$ cat config.mk
export PLATFORM = sky130hd
export DESIGN_NAME = reset_controller_flat
export DESIGN_NICKNAME = d
export VERILOG_FILES = /design/src/rtl/reset_controller_if.sv /design/src/rtl/reset_controller.sv /design/src/flat_wrapper.sv
export SDC_FILE = /design/constraint.sdc
export NUM_CORES = 1
export LEC_CHECK = 0
export ABC_AREA = 1
export CAP_MARGIN = 20
export CORE_ASPECT_RATIO = 0.7
export CORE_MARGIN = 2
export CORE_UTILIZATION = 50
export DETAILED_ROUTE_END_ITERATION = 7
export PLACE_DENSITY = 0.84
export REMOVE_ABC_BUFFERS = 1
export SLEW_MARGIN = 20
export SYNTH_ARGS = -nofsm -noshare
export SYNTH_HDL_FRONTEND = slang
export SYNTH_SLANG_ARGS = --single-unit
$ cat constraint.sdc
create_clock -name clk -period 4.9 [get_ports clk]
set_clock_uncertainty 0.2 [all_clocks]
set_input_delay 1.225 -clock clk [delete_from_list [all_inputs] [get_ports clk]]
set_output_delay 1.225 -clock clk [all_outputs]
set_load 0.03 [all_outputs]
$ cat src/rtl/reset_controller_if.sv
// Request/status bundle between the reset controller and the SoC clock/reset block.
// The slave modport is the controller side.
interface reset_controller_if #(
    parameter int NSTAGE = 3
);
    logic              sw_req;
    logic              wdt_req;
    logic              dbg_req;
    logic              cause_clr;
    logic [NSTAGE-1:0] rst_out;
    logic              busy;
    logic              done;
    logic [3:0]        rst_cause;

    modport master (
        output sw_req, wdt_req, dbg_req, cause_clr,
        input  rst_out, busy, done, rst_cause
    );

    modport slave (
        input  sw_req, wdt_req, dbg_req, cause_clr,
        output rst_out, busy, done, rst_cause
    );
endinterface

$ cat src/rtl/reset_controller.sv
// Central reset scheduler: merges POR/sw/wdt/dbg requests, holds all domains in reset,
// then releases NSTAGE outputs in order with a fixed gap, and records the reset cause.
module reset_controller #(
    parameter int NSTAGE   = 3,
    parameter int HOLD_CYC = 16,
    parameter int GAP_CYC  = 8,
    parameter int CNT_W    = 8
) (
    input  logic              clk,
    input  logic              rst_n,
    reset_controller_if.slave bus
);
    localparam int IDX_W = $clog2(NSTAGE + 1);
    localparam logic [CNT_W-1:0] HOLD_LAST = CNT_W'(HOLD_CYC - 1);
    localparam logic [CNT_W-1:0] GAP_LAST  = CNT_W'(GAP_CYC - 1);
    localparam logic [IDX_W-1:0] IDX_LAST  = IDX_W'(NSTAGE - 1);

    typedef enum logic [1:0] {
        S_HOLD = 2'd0,
        S_GAP  = 2'd1,
        S_IDLE = 2'd2
    } state_t;

    state_t            state_q, state_d;
    logic [CNT_W-1:0]  cnt_q, cnt_d;
    logic [IDX_W-1:0]  idx_q, idx_d;
    logic [NSTAGE-1:0] rst_out_q, rst_out_d;
    logic              busy_q, busy_d;
    logic              done_q, done_d;
    logic [3:0]        cause_q, cause_d;

    logic       any_req;
    logic       release_now;
    logic [3:0] req_bits;

    assign any_req  = bus.sw_req | bus.wdt_req | bus.dbg_req;
    assign req_bits = {bus.dbg_req, bus.wdt_req, bus.sw_req, 1'b0};
    assign release_now = ((state_q == S_HOLD) && (cnt_q == HOLD_LAST)) ||
                         ((state_q == S_GAP)  && (cnt_q == GAP_LAST));

    // State register; outputs are registered alongside so rst_out only moves on a clk edge.
    // NOTE: non-blocking assignments keep every flop sampling pre-edge values, whatever the statement order.
    always_ff @(posedge clk or negedge rst_n) begin
        if (!rst_n) begin
            state_q   <= S_HOLD;
            cnt_q     <= '0;
            idx_q     <= '0;
            rst_out_q <= '1;
            busy_q    <= 1'b1;
            done_q    <= 1'b0;
            cause_q   <= 4'b0001;
        end else begin
            state_q   <= state_d;
            cnt_q     <= cnt_d;
            idx_q     <= idx_d;
            rst_out_q <= rst_out_d;
            busy_q    <= busy_d;
            done_q    <= done_d;
            cause_q   <= cause_d;
        end
    end

    // Next-state logic: a request restarts the sequence from any state.
    // NOTE: every always_comb output gets a default first so no path can infer a latch.
    always_comb begin
        state_d = state_q;
        cnt_d   = cnt_q;
        idx_d   = idx_q;
        if (any_req) begin
            state_d = S_HOLD;
            cnt_d   = '0;
            idx_d   = '0;
        end else begin
            unique case (state_q)
                S_HOLD: begin
                    if (cnt_q == HOLD_LAST) begin
                        cnt_d   = '0;
                        idx_d   = IDX_W'(1);
                        state_d = (NSTAGE == 1) ? S_IDLE : S_GAP;
                    end else begin
                        cnt_d = cnt_q + 1'b1;
                    end
                end
                S_GAP: begin
                    if (cnt_q == GAP_LAST) begin
                        cnt_d = '0;
                        idx_d = idx_q + 1'b1;
                        if (idx_q == IDX_LAST) state_d = S_IDLE;
                    end else begin
                        cnt_d = cnt_q + 1'b1;
                    end
                end
                S_IDLE: ;
                default: state_d = S_HOLD;
            endcase
        end
    end

    // Output logic: next values for the registered outputs.
    always_comb begin
        rst_out_d = rst_out_q;
        cause_d   = cause_q;
        done_d    = 1'b0;
        if (any_req) begin
            rst_out_d = '1;
            cause_d   = (state_q == S_IDLE) ? req_bits : (cause_q | req_bits);
        end else begin
            for (int k = 0; k < NSTAGE; k++) begin
                if (release_now && (idx_q == IDX_W'(k))) rst_out_d[k] = 1'b0;
            end
            done_d = release_now && (idx_q == IDX_LAST);
            if ((state_q == S_IDLE) && bus.cause_clr) cause_d = 4'b0000;
        end
        busy_d = |rst_out_d;
    end

    assign bus.rst_out   = rst_out_q;
    assign bus.busy      = busy_q;
    assign bus.done      = done_q;
    assign bus.rst_cause = cause_q;
endmodule

$ cat src/flat_wrapper.sv
// flat-port wrapper written by rule: the top's interface ports become plain ports
module reset_controller_flat 
#(
    parameter int NSTAGE   = 3,
    parameter int HOLD_CYC = 16,
    parameter int GAP_CYC  = 8,
    parameter int CNT_W    = 8
)
  (clk, rst_n, bus_sw_req, bus_wdt_req, bus_dbg_req, bus_cause_clr, bus_rst_out, bus_busy, bus_done, bus_rst_cause);
  reset_controller_if #(.NSTAGE(NSTAGE)) bus_i ();
  input  logic clk;
  input  logic rst_n;
  input wire logic [$bits(bus_i.sw_req)-1:0] bus_sw_req;
  input wire logic [$bits(bus_i.wdt_req)-1:0] bus_wdt_req;
  input wire logic [$bits(bus_i.dbg_req)-1:0] bus_dbg_req;
  input wire logic [$bits(bus_i.cause_clr)-1:0] bus_cause_clr;
  output wire logic [$bits(bus_i.rst_out)-1:0] bus_rst_out;
  output wire logic [$bits(bus_i.busy)-1:0] bus_busy;
  output wire logic [$bits(bus_i.done)-1:0] bus_done;
  output wire logic [$bits(bus_i.rst_cause)-1:0] bus_rst_cause;
  assign bus_i.sw_req = bus_sw_req;
  assign bus_i.wdt_req = bus_wdt_req;
  assign bus_i.dbg_req = bus_dbg_req;
  assign bus_i.cause_clr = bus_cause_clr;
  assign bus_rst_out = bus_i.rst_out;
  assign bus_busy = bus_i.busy;
  assign bus_done = bus_i.done;
  assign bus_rst_cause = bus_i.rst_cause;
  reset_controller #(.NSTAGE(NSTAGE), .HOLD_CYC(HOLD_CYC), .GAP_CYC(GAP_CYC), .CNT_W(CNT_W)) u_core (.clk(clk), .rst_n(rst_n), .bus(bus_i));
endmodule
[Word level (Yosys, flattened, before mapping)]
Index checks and enable logic that the tools add are counted.
W data, S select, Z words.
Storage, ports and cells
  register bits after elaboration: 21
  memory bits (read-only): 0
  latch bits: 0
  memories kept: 0
  RAM bits: 0
Operators by class
  multiplexer cells: 20
  divide/modulo/power cells: 0
  shift operators: 0
  add/sub/neg operators: 2
  eq/ne operators: 10
  reduce and logical (&&, ||, !) cells: 14
  $mul: 0
  magnitude comparators: 0
  bitwise operators: 3
Operators with widths (number)
  $mux W8: 3
  $pmux W8 S2: 1
  $mux W2: 6
  $mux W4: 3
  $ne A3 B2 Y1 const B: 3
  $add A8 B1 Y8 const B: 1
  $eq A8 B3 Y1 const B: 1
  $eq A8 B4 Y1 const B: 1
  $logic_and A1 B1 Y1: 6
  $pmux W2 S3: 1
  $eq A2 B1 Y1 const B: 2
  $eq A2 B2 Y1 const B: 2
  $logic_not A2 Y1: 2
  $mux W1: 4
  $or A4 B4 Y4: 1
  $pmux W2 S2: 1
  $reduce_and A4 Y1: 1
  $mux W3: 1
  $reduce_and A3 Y1: 1
  $reduce_bool A3 Y1: 1
  $reduce_or A3 Y1: 1
  $add A2 B1 Y2 const B: 1
  $ne A2 B1 Y1 const B: 1
  $or A1 B1 Y1: 2
  other kinds (2): 2

[Longest topological paths before layout]
Gate-level depths: netlist of the first run.
  word-level depth: 7
  gate-level depth with buffers: 10
  mapped depth without buffers: 10

[Worst setup path after synthesis of the first run]
OpenSTA, ideal clock, no wires.
  path kind: input -> register
  from: input bus_dbg_req
  to: register u_core.cnt_q[3]
  cell stages on the path: 7
  buffers on the path: 0
  slack: 2.639 ns
  arrival: 1.937 ns
  library setup time: 0.124 ns
  path through: inv_1 -> nand3_4 -> inv_2 -> nand2_2 -> inv_1 -> o21a_1 -> a21oi_1
Between the ends
  word-level cells in the longest chain between the ends: 2
  elaborated cells between the ends (all ways): 3
  classes of those cells: mux: 1; bitwise: 1; reduce/logical: 1
Ends and longest elaborated chain
  from (decl): RTL line flat_wrapper.sv:15  | input wire logic [$bits(bus_i.dbg_req)-1:0] bus_dbg_req;
  $or A1 B1 Y1 *: RTL line reset_controller.sv:36  | assign any_req = bus.sw_req | bus.wdt_req | bus.dbg_req;
  $reduce_bool A3 Y1 (no line) or $mux W8 (tied branches)
  to (signal assigned): RTL line reset_controller.sv:54  | cnt_q <= cnt_d;
  to (decl): RTL line reset_controller.sv:25  | logic [CNT_W-1:0] cnt_q, cnt_d;
Every way passes the cells marked *; elsewhere a longest branch is shown, timed or not.
A chain may end at the register's enable or synchronous reset.

[Worst setup path in the final report of the first run]
  from: register u_core.rst_out_q[1], in the netlist u_core.bus.rst_out[1]
  to: output bus_rst_out[1]
RTL lines
  from (decl): RTL line reset_controller.sv:27  | logic [NSTAGE-1:0] rst_out_q, rst_out_d;
  from (signal assigned): RTL line reset_controller.sv:56  | rst_out_q <= rst_out_d;
  to (decl): RTL line flat_wrapper.sv:17  | output wire logic [$bits(bus_i.rst_out)-1:0] bus_rst_out;
No word-level cell between the ends.

==> flow_summary.ini, run 1 <==
[detailed_routing]
ant_nets = 0
drt_iter0_markers = 36
vias = 888
drc = 0
drtPass1Iterations = 5
wire_per_inst_um = 11.8
vias_per_cell = 4.88
wirelength_um = 2150

[global_routing]
grt_use_met2 = 0.265
grt_pass1_vias = 843
grtUsageTotal = 0.199
busiest_layer = met1
met1_usage = 0.295
gr-total-overflow = 0
grt_pass1_wl_um = 3690
gr-usage-met3 = 0.0671
grt_max_degree = 22
antenna_found_initial = 0

[yosys]
ys_warn_count = 0
synth_cells = 132
syn_area_per_cell_sq_um = 8.32
ys_ff_latch = 21
synth_cell_types = 23
synth_seq_area_share = 0.484
synthesis.area_sq_mm = 0.00110

[flow_run]
timing.max_cap.violations = 0

[hold_path]
worstHoldStart = u_core.bus.rst_cause[3]
hold_depth = 2
worstHoldEndpoint = u_core.bus.rst_cause[3]
min_path_type = flop to flop

[floorplan]
num_rows = 14
die_w_um = 60.0
dieArea_sq_mm = 0.00259
die_h_um = 43.2
start_util = 0.518
fp.coreArea_sq_mm = 0.00212
io_pins = 15

[setup_path]
crit_required_ps = 3470
cpPeakStageDelay_ps = 670
critPathBufInv = 1
reg2reg_to = u_core.idx_q[0]
critPathLaunchType = flop
cpMaxStageDelayCell = clkdlybuf4s50_1
crit_chain = clkdlybuf4s50_1
criticalPathCategory = flop to primary output
r2r_cells = 8
critPathArrivalTime_ps = 1550
r2r-start = u_core.cnt_q[0]
cp_max_fo = 2
cp-end-kind = primary output
critPathTopFamily = buffers and inverters
regToRegSetupSlack_ps = 3100

[clock_tree]
cts-root-buf = clkbuf_4
cts-resized-gates = 0
cts_hold_buf = 0
cts_sinks = 21
post_cts_buffers = 0
cts_tree = done
cts_buffers = 3
clk_pin_slew_worst_paths_ps = 110
cts_max_level = 1
clk_path_buf_depth = 2
clk-insertion-delay-late_ps = 310

[power_and_ir_drop]
p_leak_nw = 0.579
netSwitchingPower_w = 0.0000750
switching_share = 0.251
pwr-share-comb = 0.100
clkPwrFrac = 0.276
vdd_ir_drop_max_mv = 0.131
p_int_w = 0.000224
power.density_mw_per_mm2 = 229
pwr-share-seq = 0.624

[place]
place_congestion = 0.892
portBuffers = 14
dp_slack_ps = 2040
place_hpwl_um = 1690
place_area_sq_mm = 0.00128

[final_layout]
n_fill_cell = 174
stdcell_area_sq_mm = 0.00131
finalNetCount = 161
layout-drive-gt1-share = 0.147
antenna_cells = 0
area_growth_pct = 18.8

[sta]
max_freq_ghz = 0.336
post-route-period-util = 0.607
timing.slew.headroom = 0.403
setup_slack_ps = 1930
finalSetupViolations = 0
hold_viol_final = 0
rsz0062_at_grt = no
holdWs_ps = 278
fin_crit_ps = 2970
setup_tns_ps = 0
tightest_slew_ps = 892
slew_viol_final = 0

[outcome]
status = finished, final reports clean
## worst max path at each step
stage / start / endpoint / slack, ps / cells past startpoint
after detailed placement: bus_sw_req / u_core.cnt_q[3] / 2040 / 8
after global placement: bus_dbg_req / u_core.cnt_q[3] / 2050 / 8
after floorplan: bus_dbg_req / u_core.cnt_q[3] / 2640 / 7
after global routing: u_core.bus.rst_out[1] / bus_rst_out[1] / 1880 / 1
after CTS: u_core.bus.rst_out[1] / bus_rst_out[1] / 1920 / 1
final: u_core.bus.rst_out[1] / bus_rst_out[1] / 1930 / 1
## per-layer routing
layer / routed length [um] / part of all wire / up-vias
li1: - / - / 467
met5: 0 / 0 / -
met2: 947 / 0.44 / 17
met1: 1070 / 0.50 / 397
met3: 92 / 0.043 / 7
met4: 38 / 0.018 / 0
## flip-flops by register name, indices dropped and copies added (netlist names)
register              count
u_core.idx_q              2
u_core.bus.rst_out        3
u_core.cnt_q              8
u_core.bus.rst_cause      4
u_core.state_q            2
u_core.bus.done           1
u_core.bus.busy           1
## cell usage in the layout (no fill, tap or decap)
master	instances
o21a_1	1
nor3_1	1
nand4_1	6
inv_1	17
a21oi_2	2
o21ai_1	4
nor2_1	10
nand2_2	4
ha_1	4
a21oi_1	6
nand3_4	1
clkdlybuf4s50_1	14
clkbuf_4	3
xor2_1	1
nor2_2	3
clkbuf_1	1
dfrtp_1	16
dfstp_2	5
nor2_4	1
o21ai_0	5
nand3_1	7
and2_1	1
nand2_1	33
nand4_2	1
inv_2	2
a31oi_1	1
## area by class of cell
class	count	area [sq um]	area share
sequential	21	532	0.407
multi-input combinational	92	495	0.380
timing repair buffer	14	140	0.107
inverter	19	71.3	0.0547
tap	32	40.0	0.0307
clock buffer	4	26.3	0.0201
## Yosys cell counts
library cell,n,area share
nand2_2,4,0.023
nor2_1,10,0.034
a21oi_2,2,0.016
dfstp_2,5,0.12
inv_1,17,0.058
nand3_4,1,0.016
a31oi_1,1,0.0057
and2_1,1,0.0057
dfrtp_1,16,0.36
a21oi_1,6,0.027
nand4_1,6,0.034
nand4_2,1,0.011
o21ai_0,5,0.023
nor2_2,3,0.017
xor2_1,1,0.0080
o21a_1,1,0.0068
ha_1,4,0.046
nand2_1,33,0.11
inv_2,2,0.0068
o21ai_1,4,0.018
nand3_1,7,0.032
nor2_4,1,0.010
nor3_1,1,0.0046
## cell families after synthesis
kind of cell | share of synthesized area
compound gates | 0.0968
xor+xnor | 0.00797
fa+ha+maj | 0.0456
buf+inv | 0.0649
flops | 0.484
simple gates | 0.301
## stage by stage
stage	instances	power, W	utilization
after global routing	182	0.000315	0.616
after CTS	182	0.000302	0.616
final	182	0.000299	0.616
after detailed placement	178	0.000220	0.603
after floorplan	132	0.000206	-
after global placement	178	0.000218	0.603
## power by group through the flow
| stage | Sequential, W | Clock [W] | Combinational (W) |
|---|---|---|---|
| 2_1_floorplan | 0.000189 | 0 | 0.0000174 |
| 3_3_place_gp | 0.000189 | 0 | 0.0000287 |
| 3_5_place_dp | 0.000190 | 0 | 0.0000299 |
| 4_1_cts | 0.000186 | 0.0000857 | 0.0000304 |
| 5_1_grt | 0.000187 | 0.0000934 | 0.0000343 |
| 6_report | 0.000186 | 0.0000825 | 0.0000298 |
No activity file was read; power rests on OpenSTA's default activity.
==> inputs of run 2 (changes only) <==
Settings changed: CORE_UTILIZATION 50 to 48.
Clock period 4.9 ns to 2.6 ns, I/O delays scaled along.
==> run 2 against run 1 <==
Critical endpoint unchanged; first-iteration DRC count decreased by 5.6%; non-clock buffer count increased by 1; setup slack got worse by 1700 ps.
==> flow_summary.ini, run 2 (same netlist as run 1, synthesis figures left out) <==
[global_routing]
gr-total-overflow = 0
antenna_found_initial = 0
grtUsageTotal = 0.208
grt_pass1_vias = 898
grt_max_degree = 22
grt_pass1_wl_um = 4020

[setup_path]
cp.depth = 1
cp_max_fo = 2
critPathTopFamily = buffers and inverters
cpMaxStageDelayCell = clkdlybuf4s50_1
criticalPathCategory = flop to primary output
r2r_cells = 8
crit_chain = clkdlybuf4s50_1
cpPeakStageDelay_ps = 670
cp-end-kind = primary output
critPathLaunchType = flop
critPathArrivalTime_ps = 1540
critPathBufInv = 1
crit_required_ps = 1750

[sta]
holdWs_ps = 286
post-route-period-util = 0.917
rsz0062_at_grt = no
max_freq_ghz = 0.419
hold_viol_final = 0
slew_viol_final = 0
fin_crit_ps = 2390
tightest_slew_ps = 404
finalSetupViolations = 0
setup_tns_ps = 0
timing.slew.headroom = 0.728

[clock_tree]
cts-resized-gates = 0
cts_buffers = 3
cts-root-buf = clkbuf_4
cts_tree = done
cts_sinks = 21
cts_max_level = 1
post_cts_buffers = 0
clk-insertion-delay-late_ps = 300
clk_path_buf_depth = 2
clk_pin_slew_worst_paths_ps = 110
cts_hold_buf = 0

[final_layout]
finalNetCount = 162
largest_register_ffs = 8
antenna_cells = 0
layout-drive-gt1-share = 0.152
stdcell_count = 183
layout_common_cells = nand2_1, inv_1, dfrtp_1
area_growth_pct = 19.5
final_common_cell = nand2_1
stdcell_area_sq_mm = 0.00131
largest_register = u_core.cnt_q

[place]
place_hpwl_um = 1750
place_inst = 179
portBuffers = 14
place_congestion = 0.910
place_area_sq_mm = 0.00129

[power_and_ir_drop]
vdd_ir_drop_max_mv = 0.445
switching_share = 0.250
p_leak_nw = 0.584
pwr-share-seq = 0.626
pwr-share-comb = 0.100
p_int_w = 0.000422
p_total_w = 0.000562
power.density_mw_per_mm2 = 428
netSwitchingPower_w = 0.000140
clkPwrFrac = 0.273

[detailed_routing]
drc = 0
wire_per_inst_um = 12.6
drtPass1Iterations = 4
drt_iter0_markers = 34
wirelength_um = 2310
vias_per_cell = 5.16
vias = 944
ant_nets = 0

[floorplan]
io_pins = 15
die_w_um = 61.2
die_h_um = 44.0
dieArea_sq_mm = 0.00269
num_rows = 14
start_util = 0.510
fp.coreArea_sq_mm = 0.00215

[hold_path]
min_path_type = flop to flop
hold_depth = 2

[outcome]
status = finished, final reports clean

[flow_run]
timing.max_cap.violations = 0
==> run 2: routing by layer <==
layer | routed length (um) | global-route usage | vias up
met1 | 1080 | 0.299 | 433
met2 | 1000 | 0.311 | 41
met3 | 176 | 0.0643 | 8
met5 | 0 | 0 | -
li1 | - | - | 462
met4 | 40 | 0.0522 | 0
==> run 2: cell type report <==
class	count	area [sq um]
Fill cell	191	842
Sequential cell	21	532
Multi-Input combinational cell	92	495
Timing Repair Buffer	15	148
Inverter	19	71.3
Tap cell	32	40.0
Clock buffer	4	26.3
==> run 2: worst paths after layout <==
kind / start / to / slack, ps
hold reg to reg: u_core.bus.rst_cause[2] / u_core.bus.rst_cause[2] / 290
hold / removal: u_core.bus.rst_cause[2] / u_core.bus.rst_cause[2] / 290
max in group asynchronous: rst_n / u_core.bus.rst_out[0] / 1460
setup / recovery: u_core.bus.rst_out[1] / bus_rst_out[1] / 210
setup reg to reg: u_core.cnt_q[0] / u_core.idx_q[1] / 770
min in group asynchronous: rst_n / u_core.bus.done / 480
==> run 2: power by group through the flow <==
stage	logic, W	registers [W]	clock network (W)
6_report	0.0000564	0.000352	0.000154
3_5_place_dp	0.0000568	0.000358	0
4_1_cts	0.0000572	0.000351	0.000160
3_3_place_gp	0.0000544	0.000357	0
2_1_floorplan	0.0000327	0.000356	0
5_1_grt	0.0000648	0.000354	0.000176
==> run 2: per-stage QoR <==
| stage | setup WS, ps | utilization |
|---|---|---|
| after floorplan | 914 | - |
| after global placement | 325 | 0.597 |
| after detailed placement | 253 | 0.597 |
| after CTS | 202 | 0.609 |
| after global routing | 158 | 0.609 |
| final | 215 | 0.609 |
